==> src/rtl/div_12x6_seq_if.sv <==
// Handshake and operand/result bundle for the 12/6 sequential divider.
// The master issues operations; the slave (the divider) returns registered results.
interface div_12x6_seq_if;
    localparam int unsigned N = 12;
    localparam int unsigned M = 6;

    logic         start;
    logic [N-1:0] dividend;
    logic [M-1:0] divisor;
    logic         busy;
    logic         done;
    logic [N-1:0] quotient;
    logic [M-1:0] remainder;
    logic         div_by_zero;

    modport master (
        output start,
        output dividend,
        output divisor,
        input  busy,
        input  done,
        input  quotient,
        input  remainder,
        input  div_by_zero
    );

    modport slave (
        input  start,
        input  dividend,
        input  divisor,
        output busy,
        output done,
        output quotient,
        output remainder,
        output div_by_zero
    );
endinterface

==> src/rtl/div_12x6_seq.sv <==
// Sequential restoring divider: 12-bit unsigned dividend / 6-bit unsigned divisor,
// one quotient bit per clock, start/busy/done handshake, divide-by-zero flag.
module div_12x6_seq (
    input  logic           clk,
    input  logic           rst,
    div_12x6_seq_if.slave  bus
);
    localparam int unsigned N  = 12;
    localparam int unsigned M  = 6;
    localparam int unsigned CW = $clog2(N);

    typedef enum logic [1:0] {
        IDLE = 2'd0,
        RUN  = 2'd1,
        DONE = 2'd2
    } state_t;

    state_t        state;
    logic [N-1:0]  sreg;
    logic [M:0]    prem;
    logic [M-1:0]  dreg;
    logic [CW-1:0] cnt;

    logic          busy_q;
    logic          done_q;
    logic          dbz_q;
    logic [N-1:0]  quot_q;
    logic [M-1:0]  rem_q;

    logic [M:0]    trial;
    logic [M:0]    diff;
    logic [M:0]    prem_nxt;
    logic          qbit;
    logic [N-1:0]  sreg_nxt;
    logic          accept;

    // One restoring step: bring down the next dividend bit and try to subtract.
    always_comb begin
        trial    = {prem[M-1:0], sreg[N-1]};
        diff     = trial - {1'b0, dreg};
        qbit     = (trial >= {1'b0, dreg});
        prem_nxt = qbit ? diff : trial;
        sreg_nxt = {sreg[N-2:0], qbit};
        accept   = bus.start && ((state == IDLE) || (state == DONE));
    end

    // A zero divisor takes one pass through RUN with busy low so that done
    // lands one cycle after acceptance; start is ignored in that cycle.
    always_ff @(posedge clk) begin
        if (rst) begin
            state  <= IDLE;
            sreg   <= '0;
            prem   <= '0;
            dreg   <= '0;
            cnt    <= '0;
            busy_q <= 1'b0;
            done_q <= 1'b0;
            dbz_q  <= 1'b0;
            quot_q <= '0;
            rem_q  <= '0;
        end else begin
            done_q <= 1'b0;
            case (state)
                IDLE, DONE: begin
                    if (accept) begin
                        sreg   <= bus.dividend;
                        dreg   <= bus.divisor;
                        prem   <= '0;
                        cnt    <= '0;
                        busy_q <= (bus.divisor != '0);
                        state  <= RUN;
                    end else begin
                        state  <= IDLE;
                    end
                end
                RUN: begin
                    if (dreg == '0) begin
                        state  <= DONE;
                        done_q <= 1'b1;
                        quot_q <= '1;
                        rem_q  <= sreg[M-1:0];
                        dbz_q  <= 1'b1;
                    end else begin
                        sreg <= sreg_nxt;
                        prem <= prem_nxt;
                        cnt  <= cnt + CW'(1);
                        if (cnt == CW'(N - 1)) begin
                            state  <= DONE;
                            busy_q <= 1'b0;
                            done_q <= 1'b1;
                            quot_q <= sreg_nxt;
                            rem_q  <= prem_nxt[M-1:0];
                            dbz_q  <= 1'b0;
                        end
                    end
                end
                default: begin
                    state  <= IDLE;
                    busy_q <= 1'b0;
                end
            endcase
        end
    end

    assign bus.busy        = busy_q;
    assign bus.done        = done_q;
    assign bus.quotient    = quot_q;
    assign bus.remainder   = rem_q;
    assign bus.div_by_zero = dbz_q;
endmodule

==> src/flat_wrapper.sv <==
// flat-port wrapper written by rule: the top's interface ports become plain ports
module div_12x6_seq_flat 
  (clk, rst, bus_start, bus_dividend, bus_divisor, bus_busy, bus_done, bus_quotient, bus_remainder, bus_div_by_zero);
  div_12x6_seq_if bus_i ();
  input  logic clk;
  input  logic rst;
  input wire logic [$bits(bus_i.start)-1:0] bus_start;
  input wire logic [$bits(bus_i.dividend)-1:0] bus_dividend;
  input wire logic [$bits(bus_i.divisor)-1:0] bus_divisor;
  output wire logic [$bits(bus_i.busy)-1:0] bus_busy;
  output wire logic [$bits(bus_i.done)-1:0] bus_done;
  output wire logic [$bits(bus_i.quotient)-1:0] bus_quotient;
  output wire logic [$bits(bus_i.remainder)-1:0] bus_remainder;
  output wire logic [$bits(bus_i.div_by_zero)-1:0] bus_div_by_zero;
  assign bus_i.start = bus_start;
  assign bus_i.dividend = bus_dividend;
  assign bus_i.divisor = bus_divisor;
  assign bus_busy = bus_i.busy;
  assign bus_done = bus_i.done;
  assign bus_quotient = bus_i.quotient;
  assign bus_remainder = bus_i.remainder;
  assign bus_div_by_zero = bus_i.div_by_zero;
  div_12x6_seq u_core (.clk(clk), .rst(rst), .bus(bus_i));
endmodule
==> config.mk <==
export PLATFORM = sky130hd
export DESIGN_NAME = div_12x6_seq_flat
export DESIGN_NICKNAME = d
export VERILOG_FILES = /design/src/rtl/div_12x6_seq_if.sv /design/src/rtl/div_12x6_seq.sv /design/src/flat_wrapper.sv
export SDC_FILE = /design/constraint.sdc
export NUM_CORES = 1
export LEC_CHECK = 0
export CAP_MARGIN = 5
export CORE_ASPECT_RATIO = 1.1
export CORE_MARGIN = 2
export CORE_UTILIZATION = 30
export DETAILED_ROUTE_END_ITERATION = 7
export GPL_TIMING_DRIVEN = 1
export PLACE_DENSITY_LB_ADDON = 0.2
export SLEW_MARGIN = 20
export SYNTH_ARGS = -nofsm -noshare
export SYNTH_HDL_FRONTEND = slang
export SYNTH_SLANG_ARGS = --single-unit
==> constraint.sdc <==
create_clock -name clk -period 2.2 [get_ports clk]
set_input_delay 0.22 -clock clk [delete_from_list [all_inputs] [get_ports clk]]
set_output_delay 0.22 -clock clk [all_outputs]
set_load 0.02 [all_outputs]
# --- Yosys cells after proc, flatten, opt, wreduce, memory -nomap -nowiden ---
# Index checks and enable logic that the tools add are counted.
totals:
  reg_bits: 51
  input_bits: 21
  out_inout_bits: 21
  word_cells: 59
classes:
  n_addsub: 2
  order_cmp: 1
  n_eq_ne: 7
  n_mux: 25
  bitwise: 1
  n_reduce_logical: 13
ops:
  columns: ["op", "n"]
  rows:
  - ["2-to-1 mux 12 bit", 4]
  - ["2-to-1 mux 6 bit", 5]
  - ["case mux 12 bit (2 select lines)", 1]
  - ["case mux 6 bit (2 select lines)", 1]
  - ["2-to-1 mux 4 bit", 2]
  - ["case mux 4 bit (2 select lines)", 1]
  - [">= comparator 7 x 6 -> 1 bit", 1]
  - ["2-to-1 mux 1 bit", 7]
  - ["logical NOT 6 bit", 1]
  - ["AND reduction 3 bit", 2]
  - ["nonzero test 6 bit", 1]
  - ["subtractor 6 bit", 1]
  - ["adder 4 x 1 -> 4 bit, second input constant", 1]
  - ["equality test 4 bit, second input constant", 1]
  - ["2-to-1 mux 2 bit", 2]
  - ["inequality test 2 x 1 -> 1 bit, second input constant", 2]
  - ["case mux 2 bit (2 select lines)", 1]
  - ["AND reduction 2 bit", 2]
  - ["nonzero test 2 bit", 2]
  - ["OR reduction 2 bit", 2]
  - ["inequality test 3 x 1 -> 1 bit, second input constant", 1]
  - ["equality test 2 x 1 -> 1 bit, second input constant", 1]
  - ["equality test 2 bit, second input constant", 1]
  - ["logical NOT 2 bit", 1]
  - ["5 further kinds", 5]

# --- Longest topological paths before layout ---
logic_depth:
  depth_word: 5
  ltp_mapped: 10
  mapped_depth_nobuf: 10

# --- Worst setup path before layout ---
# OpenSTA, ideal clock, no wires.
synth_path:
  path_type: "register to register"
  startpoint: "reg u_core.dreg[4]"
  endpoint: "reg u_core.rem_q[3], in the netlist u_core.bus.remainder[3]"
  setup_ps: 91
  arrival_time_ps: 2035
  required_ps: 2109
  setup_slack_ps: 74
  stages_incl_launch_ff: 10
  n_path_buf: 1
  period_less_slack_ps: 2126
  cell_sequence: "dfxtp_1 -> inv_1 -> ha_1 -> a21o_1 -> a211o_1 -> a41oi_1 -> buf_2 -> nand3_1 -> o31a_1 -> a311oi_1"
synth_via:
  elab_chain_cells: 4
  elab_cells_between_ends: 7
  classes_between: "order compare (1); mux (3); reduce/logical (3)"
synth_rtl:
  columns: ["element", "line", "rtl"]
  rows:
  - ["start, declared", "div_12x6_seq.sv:21", "logic [M-1:0] dreg;"]
  - ["start signal, assigned", "div_12x6_seq.sv:67", "dreg <= bus.divisor;"]
  - [">= comparator 7 x 6 -> 1 bit", "div_12x6_seq.sv:41", "qbit = (trial >= {1'b0, dreg});"]
  - ["2-to-1 mux 6 bit", "div_12x6_seq.sv:42", "prem_nxt = qbit ? diff : trial;"]
  - ["2-to-1 mux 6 bit", "div_12x6_seq.sv:87", "if (cnt == CW'(N - 1)) begin"]
  - ["2-to-1 mux 6 bit", "div_12x6_seq.sv:77", "if (dreg == '0) begin"]
  - ["end signal, assigned", "div_12x6_seq.sv:81", "rem_q <= sreg[M-1:0];"]
  - ["end signal, assigned", "div_12x6_seq.sv:92", "rem_q <= prem_nxt[M-1:0];"]
  - ["end, declared", "div_12x6_seq.sv:28", "logic [M-1:0] rem_q;"]
# Several ways; a longest one is shown, not always the timed one. The select of a mux whose other input is x is not followed.
# A chain may end at the register's enable or synchronous reset.

# --- Worst setup path after layout ---
# Ends and elaborated chain as after synthesis.

==> results.md <==
Power and ir drop:
- IR analysis of the VDD net gives a maximum drop of 300 uV.
- Power spread over the standard cell area amounts to 735 mW/mm2.
- The total leakage power is 1.11 nW.

Job:
- Max-cap violations in this run came to 0.

Yosys:
- The biggest area contributor in the post-synthesis netlist is sky130_fd_sc_hd__dfxtp_1.
- In this run, synthesis inferred 0 flip-flops with an integrated enable.
- For this run, the register share of the synthesized area comes to 0.436.
- Each instance of the synthesized netlist takes up on average 8.04 um2.
- Of the total synthesized cell area, the portion taken by XOR and XNOR cells is 0.0187.
- Synthesis inferred 51 register bits.
- By area, the combinational part of the netlist is dominated by simple AND/OR/NAND/NOR gates.
- Of the total synthesized cell area, the portion taken by AND, OR, NAND and NOR gates is 0.234.
- Ranked by instance count, the synthesized netlist is headed by sky130_fd_sc_hd__nand2_1 (72), sky130_fd_sc_hd__dfxtp_1 (51), sky130_fd_sc_hd__nor2_1 (28).
- In the synthesized netlist, the number of instances is 291.
- The count of yosys warnings during synthesis is 0.
- Of the total synthesized cell area, the portion taken by full adders, half adders and majority gates is 0.0513.
- The fraction of registers with async set/reset is 0.
- The compound-cell area share of the yosys netlist is 0.206.
- The most common cell in the netlist is sky130_fd_sc_hd__nand2_1.
- The multiplexer share of the synthesized area is 0.00909.
- The mapped cell area is 0.00234 mm2.
- The post-synthesis net count is 321.
- For this run, the leading register cell type out of synthesis is sky130_fd_sc_hd__dfxtp_1.
- In the post-synthesis netlist, the biggest area contributors are sky130_fd_sc_hd__dfxtp_1 (44%), sky130_fd_sc_hd__nand2_1 (12%), sky130_fd_sc_hd__a311oi_1 (5.2%).
- The share of synthesized area in the top cell type comes to 0.436.
- The number of different library cells in the post-synthesis netlist is 42.

Clocking:
- The clock root buffer master is sky130_fd_sc_hd__clkbuf_8.
- The number of clock buffers added by TritonCTS is 5.
- Once the clock tree was built, the resizer swapped 0 gates to a different size.
- The H-tree depth reported by CTS is 2.
- The number of setup buffers added after CTS is 0.
- After clock tree synthesis, the clock-pin slew on the worst setup and hold paths is 90 ps.
- Clock latency on the worst-skew pair, taken at its later pin, is 300 ps.
- The buffer depth of the longest clock path is 2.
- The number of hold buffers added after cts is 0.
- TritonCTS built the clock tree.
- The count of clock tree sinks is 51.

Route:
- The total wire length after detailed routing is 6230 um.
- The detail-routed via count per cell is 4.92.
- The total via count in the routed design is 2166.
- The number of design-rule violations left by the first detailed-router iteration is 100.
- The first detailed-routing pass ran for 4 iterations.
- The wire length per cell is 14.2 um.
- In this run the remaining antenna-violating nets after routing total 0.
- After detailed routing, the number of remaining DRC violations is 0.

GRT:
- The wire length of the first global-routing pass is 10100 um.
- The number of antenna violations at the first check in global routing is 0.
- In the global route stage, overall resource usage came out at 0.148.
- Summed over all layers, the global routing overflow is 0.
- The via count of the first global-routing pass is 2099.
- Entering global routing, the biggest net connects 25 pins.

Timing:
- Measured against its own limit, the worst slew margin works out to 0.678.
- The final critical delay including setup and external delays is 2110 ps.
- Clock skew on the completed layout was measured at 3.24 ps.
- The slew at the pin closest to its max-slew limit is 483 ps.
- Timing would allow up to 0.474 GHz.
- The number of max-slew violations in the final report is 0.
- The count of final hold-check violations is 0.
- The setup TNS after final layout is 0 ps.
- The post-route clock period utilization is 0.959.
- Setup repair after global routing could not meet its margin everywhere.
- Setup violations remaining at the end of the flow were counted as 0.
- The final-layout worst hold slack is 465 ps.

Worst setup path:
- The largest fanout on the critical path is 6.
- On the critical path, the stage with the largest delay is an instance of sky130_fd_sc_hd__dfxtp_2.
- The worst setup path is captured at a flip-flop.
- The critical path in this run is classified as reg2reg.
- The element type at the critical path start is a flip-flop.
- Walking the worst path, the cells encountered are inv_1 -> ha_1 -> a21o_1 -> a211o_1 -> a41oi_2 -> buf_6 -> nand3_1 -> o31a_1 -> a311oi_1.
- For the worst setup path, the data arrival time is 2330 ps.
- On the worst path, the slowest cell contributes a delay of 360 ps.
- The data required time at the worst endpoint is 2420 ps.

Outcome:
- The run finished with clean final reports.

Place:
- The detailed placer's ending HPWL is 4410 um.
- The count of buffers added on input and output ports is 41.
- Routability-driven placement finished with a final weighted congestion of 0.869.
- In this run, placement finished with an instance count of 431.

Final layout:
- The share of cells above drive strength 1 is 0.107.
- Relative to the synthesized area, the layout overhead comes to 30.6%.
- The net count of the finished layout is 364.
- Once layout is complete, the cells apart from fillers number 440.
- The number of antenna diodes is 0.

Floorplan:
- The die extent in y is 96.6 um.
- The number of ports placed on the die boundary is 42.
- The floorplan has 33 rows.
- The die area is 0.00852 mm2.
- The effective utilization at floorplan is 0.311.
- The placeable core region is 0.00751 mm2.
- From left edge to right edge, the die measures 88.2 um.

Min path:
- The type of the worst min-delay path is reg2reg.
==> stage by stage <==
stage / worst slack (ps) / util / power, mW / instance area, um2
4_1_cts: 36.2 / 0.401 / 2.24 / 3010
2_1_floorplan: 73.8 / - / 1.41 / 2340
3_3_place_gp: 62.5 / 0.388 / 1.63 / 2910
5_1_grt: -55.2 / 0.407 / 2.36 / 3060
3_5_place_dp: 48.7 / 0.388 / 1.63 / 2910
6_report: 89.1 / 0.407 / 2.25 / 3060
==> sequential cells by signal, indices dropped and copies added, names as in the netlist <==
register,cells
u_core.bus.done,1
u_core.sreg,12
u_core.bus.busy,1
u_core.dreg,6
u_core.bus.remainder,6
u_core.bus.quotient,12
u_core.bus.div_by_zero,1
u_core.cnt,4
u_core.state,2
u_core.prem,6
==> cell type report <==
class	instances	area (um2)
Multi-Input combinational cell	214	1250
Timing Repair Buffer	55	529
Sequential cell	51	1020
Tap cell	105	131
Fill cell	794	4460
Clock buffer	8	100
Inverter	7	26.3
==> final timing paths <==
path / start / to / slack [ps] / depth (start not counted)
max: u_core.dreg[4] / u_core.bus.remainder[3] / 90 / 9
min: u_core.bus.div_by_zero / u_core.bus.div_by_zero / 470 / 2
min reg2reg: u_core.bus.div_by_zero / u_core.bus.div_by_zero / 470 / 2
max reg2reg: u_core.dreg[4] / u_core.bus.remainder[3] / 90 / 9
==> where the power goes <==
| part | leakage (nW) | switching [mW] | total (mW) | internal (mW) |
|---|---|---|---|---|
| sequential | 0.418 | 0.0583 | 1.06 | 0.997 |
| clock | 0.0515 | 0.317 | 0.605 | 0.288 |
| combinational | 0.638 | 0.314 | 0.585 | 0.271 |
| total | 1.11 | 0.690 | 2.25 | 1.56 |
==> placed cells by master, fill, tap and decap left out, drive strengths merged, types with 2 or more instances in the layout <==
cell type	instances
a21o	2
a21oi	20
a221oi	3
a311oi	14
a31oi	11
buf	14
clkbuf	8
clkdlybuf4s50	41
dfxtp	51
ha	8
inv	7
nand2	72
nand2b	3
nand3	2
nor2	29
nor2b	3
nor3	8
o211ai	2
o21a	2
o21ai	9
o22ai	2
o31ai	2
or3	4
xnor2	2
xor2	3
==> metal layers <==
layer | global-route usage | up-vias | part of all wire
met5 | 0 | - | 0
met4 | 0.0443 | 0 | 0.014
met3 | 0.0307 | 7 | 0.047
met2 | 0.224 | 48 | 0.44
met1 | 0.211 | 1012 | 0.50
li1 | - | 1099 | -
==> critical path: cells and delay by family, from the launching register on <==
| family | cells | cell delay, ps |
|---|---|---|
| AND/OR/NAND/NOR | 1 | 80 |
| adder cells (fa/ha/maj) | 1 | 300 |
| buffers and inverters | 2 | 210 |
| AO/OA/AOI/OAI | 5 | 1070 |
| flip-flops | 1 | 360 |
==> cells by family (layout without fill, tap and decap cells) <==
| group | after synthesis | count (layout) |
|---|---|---|
| fa+ha+maj | 9 | 9 |
| buf+inv | 26 | 70 |
| xor+xnor | 5 | 5 |
| simple gates | 126 | 126 |
| compound gates | 72 | 72 |
| flops | 51 | 51 |
| mux | 2 | 2 |
(Power assumes the default switching activity.)
